**src/rtl/alu_share_arbiter.sv**
```systemverilog
`default_nettype none
// ============================================================================
// Module   : alu_share_arbiter
// Brief    : Round-robin sharing of one combinational ALU among NUM_REQ
//            requesters; IDLE -> EXEC -> RESP sequencer per operation.
// Revision : 1.0 - initial release
// ============================================================================
module alu_share_arbiter #(
    parameter int NUM_REQ    = 4,
    parameter int DATA_WIDTH = 32,
    parameter int CODE_WIDTH = 3,
    parameter int ID_WIDTH   = 2
) (
    input  logic                          clk,
    input  logic                          rst,
    input  logic [NUM_REQ-1:0]            req_valid,
    output logic [NUM_REQ-1:0]            req_ready,
    input  logic [NUM_REQ*DATA_WIDTH-1:0] req_a,
    input  logic [NUM_REQ*DATA_WIDTH-1:0] req_b,
    input  logic [NUM_REQ*CODE_WIDTH-1:0] req_code,
    output logic [NUM_REQ-1:0]            resp_valid,
    input  logic [NUM_REQ-1:0]            resp_ready,
    output logic [DATA_WIDTH-1:0]         resp_data,
    output logic [DATA_WIDTH-1:0]         alu_in_a,
    output logic [DATA_WIDTH-1:0]         alu_in_b,
    output logic [CODE_WIDTH-1:0]         alu_code,
    input  logic [DATA_WIDTH-1:0]         alu_out,
    output logic                          busy,
    output logic [ID_WIDTH-1:0]           grant_id
);

    localparam logic [ID_WIDTH-1:0] c_last_id = ID_WIDTH'(NUM_REQ - 1);

    typedef enum logic [1:0] {
        ST_IDLE = 2'd0,
        ST_EXEC = 2'd1,
        ST_RESP = 2'd2
    } state_t;

    state_t                r_state;
    state_t                w_state_nxt;
    logic [ID_WIDTH-1:0]   r_rr_ptr;
    logic [ID_WIDTH-1:0]   r_grant;
    logic [DATA_WIDTH-1:0] r_op_a;
    logic [DATA_WIDTH-1:0] r_op_b;
    logic [CODE_WIDTH-1:0] r_op_code;
    logic [DATA_WIDTH-1:0] r_result;

    logic                  w_hi_found;
    logic [ID_WIDTH-1:0]   w_hi_idx;
    logic                  w_any_found;
    logic [ID_WIDTH-1:0]   w_any_idx;
    logic [ID_WIDTH-1:0]   w_gnt;
    logic [ID_WIDTH-1:0]   w_ptr_nxt;
    logic [NUM_REQ-1:0]    w_gnt_oh;
    logic [NUM_REQ-1:0]    w_own_oh;
    logic                  w_accept;
    logic                  w_capture;

    // Round-robin as two priority searches: lowest valid index at or above
    // rr_ptr, otherwise lowest valid index overall (the wrapped part).
    always_comb begin
        w_hi_found  = 1'b0;
        w_hi_idx    = '0;
        w_any_found = 1'b0;
        w_any_idx   = '0;
        for (int k = NUM_REQ - 1; k >= 0; k--) begin
            if (req_valid[k]) begin
                w_any_found = 1'b1;
                w_any_idx   = ID_WIDTH'(k);
                if (ID_WIDTH'(k) >= r_rr_ptr) begin
                    w_hi_found = 1'b1;
                    w_hi_idx   = ID_WIDTH'(k);
                end
            end
        end
    end

    assign w_gnt     = w_hi_found ? w_hi_idx : w_any_idx;
    assign w_ptr_nxt = (w_gnt == c_last_id) ? '0 : (w_gnt + ID_WIDTH'(1));
    assign w_gnt_oh  = NUM_REQ'(1) << w_gnt;
    assign w_own_oh  = NUM_REQ'(1) << r_grant;

    always_ff @(posedge clk or negedge rst) begin
        if (!rst) begin
            r_state <= ST_IDLE;
        end else begin
            r_state <= w_state_nxt;
        end
    end

    // rst also gates req_ready so that every output reads zero while in reset.
    always_comb begin
        w_state_nxt = r_state;
        req_ready   = '0;
        resp_valid  = '0;
        w_accept    = 1'b0;
        w_capture   = 1'b0;
        case (r_state)
            ST_IDLE: begin
                if (w_any_found && rst) begin
                    req_ready   = w_gnt_oh;
                    w_accept    = 1'b1;
                    w_state_nxt = ST_EXEC;
                end
            end
            ST_EXEC: begin
                w_capture   = 1'b1;
                w_state_nxt = ST_RESP;
            end
            ST_RESP: begin
                resp_valid = w_own_oh;
                if (|(resp_ready & w_own_oh)) begin
                    w_state_nxt = ST_IDLE;
                end
            end
            default: begin
                w_state_nxt = ST_IDLE;
            end
        endcase
    end

    // Operands are latched at acceptance so requesters may change them freely
    // afterwards without corrupting the in-flight operation.
    always_ff @(posedge clk or negedge rst) begin
        if (!rst) begin
            r_rr_ptr  <= '0;
            r_grant   <= '0;
            r_op_a    <= '0;
            r_op_b    <= '0;
            r_op_code <= '0;
            r_result  <= '0;
        end else begin
            if (w_accept) begin
                r_op_a    <= req_a[w_gnt*DATA_WIDTH +: DATA_WIDTH];
                r_op_b    <= req_b[w_gnt*DATA_WIDTH +: DATA_WIDTH];
                r_op_code <= req_code[w_gnt*CODE_WIDTH +: CODE_WIDTH];
                r_grant   <= w_gnt;
                r_rr_ptr  <= w_ptr_nxt;
            end
            if (w_capture) begin
                r_result <= alu_out;
            end
        end
    end

    assign alu_in_a  = r_op_a;
    assign alu_in_b  = r_op_b;
    assign alu_code  = r_op_code;
    assign resp_data = r_result;
    assign busy      = (r_state != ST_IDLE);
    assign grant_id  = r_grant;

endmodule
`default_nettype wire

```
**config.mk**
```make
export PLATFORM = sky130hd
export DESIGN_NAME = alu_share_arbiter
export DESIGN_NICKNAME = d
export VERILOG_FILES = /design/src/rtl/alu_share_arbiter.sv
export SDC_FILE = /design/constraint.sdc
export NUM_CORES = 1
export LEC_CHECK = 0
export ABC_AREA = 0
export CAP_MARGIN = 15
export CORE_AREA = 4 4 162 164
export DETAILED_ROUTE_END_ITERATION = 8
export DIE_AREA = 0 0 166 168
export DONT_BUFFER_PORTS = 1
export GPL_TIMING_DRIVEN = 0
export PLACE_DENSITY_LB_ADDON = 0.3
export REMOVE_ABC_BUFFERS = 1
export SKIP_CTS_REPAIR_TIMING = 1
export SLEW_MARGIN = 20
export SYNTH_ARGS = -nofsm -noshare
export SYNTH_HDL_FRONTEND = slang
export SYNTH_SLANG_ARGS = --single-unit
```
**constraint.sdc**
```tcl
create_clock -name clk -period 2.7 [get_ports clk]
set_input_delay 0.27 -clock clk [delete_from_list [all_inputs] [get_ports clk]]
set_output_delay 0.27 -clock clk [all_outputs]
set_load 0.01 [all_outputs]
```
==> key figures <==
Power and ir drop
  – PwrDens: around 1100 mW/mm^2
  – Final Total Pwr: 7350 uW
  – Worst VDD drop: between 0.4 and 0.5 mV
  – Leak Pwr: between 0.002 and 0.003 uW

Global route
  – First-pass GRT wire length: 26.6 mm
  – Gr usage total: a little under an eighth
  – GR Overflow Total: 0
  – Initial antenna violation count: 0
  – Vias in the first global route: about 4400
  – Largest net degree at the start of global routing: roughly 110

Clocking
  – CTS sink count: ~110
  – CTS tree: yes
  – H-tree levels: 3
  – Clock Path Buffers: 2
  – CTS root buffer: clkbuf_16
  – Total CTS buffers: 9
  – Clk slew on worst S/H paths: 0.08 ns
  – Worst-Skew Late Latency: about 0.35 ns

Critical path
  – CP arrival: 2.25 ns
  – Reg2reg end: alu_in_a[29]
  – Reg2reg setup slack: between 0.4 and 0.5 ns
  – Crit Path Class: flip-flop to output port
  – Reg-to-reg startpoint: r_state[0]
  – R2R cell count: 5
  – Worst Setup SP: r_rr_ptr[1]
  – WP data required: roughly 2.4 ns
  – Worst Setup EP: req_ready[2]
  – CP Capture Type: output port
  – Startpoint Class: flip-flop
  – Worst-path fanout max: 55

Synthesis
  – Ys flop type: dfrtp_1
  – Syn avg cell area: ~12 um^2
  – FF+latch count, synth: 105
  – Async SR Flop Fraction: 100%
  – Cell Area, Synth: between 0.005 and 0.006 mm^2
  – Largest family of logic cells by synthesized area: multiplexers
  – Yosys Warn Count: 0
  – Post-Synth Adder-Cell Area: less than 1%
  – Post-synth top area share: between 40% and 50%
  – Post-synthesis simple-gate area fraction: 6.93%
  – Post-synthesis cell type count: 35
  – Synth area leaders: dfrtp_1 (45%), mux2i_1 (23%), o221ai_1 (10%), mux2_2 (6.2%), nand2_1 (4.8%)
  – Synthesized instance count: slightly below 500
  – Most numerous cell in the Yosys netlist: mux2i_1
  – Mux cell area share after synthesis: 30.0%
  – Post-synth EDFFs: 0
  – Commonest cells post-synth: mux2i_1 (134), dfrtp_1 (105), nand2_1 (74), o221ai_1 (67), mux2_2 (32)
  – Post-synthesis sequential area ratio: between 40 and 50%
  – Synth Area in Compound Gates: between 10% and 20%
  – Post-Synth XOR/XNOR Area: 0%
  – Area leader, netlist: dfrtp_1

Route
  – WL/cell: about 23 um
  – Mean number of vias per cell: around 5.2
  – Post-DRT Antenna Nets: 0
  – Iteration-0 DRC Markers: 177
  – Drt total wl: between 15 and 20 mm
  – Vias: 4156
  – First-pass DRT Iterations: 4
  – Residual DRC: 0

Cells and area
  – Final Instance Area: roughly 0.0064 mm^2
  – Filler cell count: ~2500
  – Share of layout cells above drive strength 1: between 10% and 20%
  – Layout Nets: between 700 and 800
  – Area added between synthesis and finish: 10.8%
  – Post-layout util: about a quarter
  – Ant diodes: 0

Outcome
  – Outcome: finished with violations
  – Failing checks: hold timing

Floorplan
  – Row count: 58
  – Die width: around 170 um
  – Initial core utilization: a little under a quarter
  – Die ar.: approximately 0.028 mm^2
  – Die height: 168 um
  – # IOs: between 400 and 500
  – Core Footprint: around 0.025 mm^2

Placed design
  – Number of port buffers: 0
  – GP Congestion: 0.867
  – Placed cell area: 0.00606 mm^2
  – Worst slack, placed: between 0.09 and 0.1 ns
  – Post-DP HPWL: between 10 and 15 mm

Timing
  – Fmax achieved: between 300 and 400 MHz
  – Total negative slack: 0 ns
  – Worst setup margin: about 0.18 ns
  – Period utilization: 93.3%
  – RSZ-0062 raised after global routing: no
  – Fin. Hold Viols: around 110
  – Final Critical Period: approximately 2.5 ns
  – Hold WS: -0.392 ns
  – Slew margin rel.: approximately 46%
  – Slew Limit Fails: 0
  – Final setup violation count: 0
  – Worst slew pin tran: around 0.82 ns
  – Setup Skew: about 0.016 ns

Min path
  – Worst hold path class: input port to async pin

Job
  – Max cap viols: 0
## through the flow
step | hold WS, ns | std cells
2_1_floorplan | -0.0256 | 451
3_3_place_gp | -0.0226 | 781
3_5_place_dp | -0.0228 | 786
4_1_cts | -0.421 | 801
5_1_grt | -0.427 | 803
6_report | -0.392 | 803
## layer usage
layer	share of wire [%]	GRT usage [%]	wire length, um
met5	0	0	0
met4	1.3	3.30	248
met3	7.6	3.73	1420
met2	52	20.6	9650
met1	39	14.6	7280
## critical path, stage by stage (launching register included)
cell and delay (ns):
dfrtp_1 0.44, mux2_4 0.32, o221a_4 0.32, inv_16 0.24, buf_16 0.24, ha_1 0.17, and2_1 0.18
## layout make-up
type | instances | area (um^2) | area share [%]
clock buffers | 9 | 225 | 3.51
inverters | 6 | 38.8 | 0.604
multi-input cells | 340 | 2870 | 44.6
repair buffers | 7 | 173 | 2.69
flip-flops and latches | 105 | 2630 | 40.9
clock inverters | 6 | 76.3 | 1.19
well taps | 330 | 413 | 6.43
## worst min-delay path by stage
stage	cells after the start	to	start	slack (ns)
after floorplan	0	alu_code[0]	rst	-0.03
after global placement	0	resp_data[12]	rst	-0.02
after detailed placement	0	resp_data[6]	rst	-0.02
after CTS	0	resp_data[6]	rst	-0.42
after global routing	0	resp_data[6]	rst	-0.43
final	0	resp_data[6]	rst	-0.39
## flip-flops by register name (all words and copies together), names as in the netlist
signal / cells
alu_code: 3
alu_in_a: 32
alu_in_b: 32
grant_id: 2
r_rr_ptr: 2
r_state: 2
resp_data: 32
## power by group
part	switching (uW)	internal, uW	leakage (uW)
Clock	645	731	0.000148
Sequential	1020	2340	0.00128
Combinational	1340	1270	0.00149
## placed cells by master (no fill, tap or decap), drive strengths merged, types with 2 or more instances in the layout
cell type and n:
nand2b 3, a21oi 2, mux2 33, and2 4, dfrtp 105, mux2i 134, nor3b 2, clkinv 3
clkbuf 11, nand2 74, nor2 3, o21ai 3, inv 8, o221ai 67, ha 4, buf 5
## cells by family after synthesis
group	count (synthesis)
buf+inv	46
mux	168
fa+ha+maj	4
flops	105
simple gates	93
compound gates	75
Note: power is estimated with default switching activity, not from simulation.
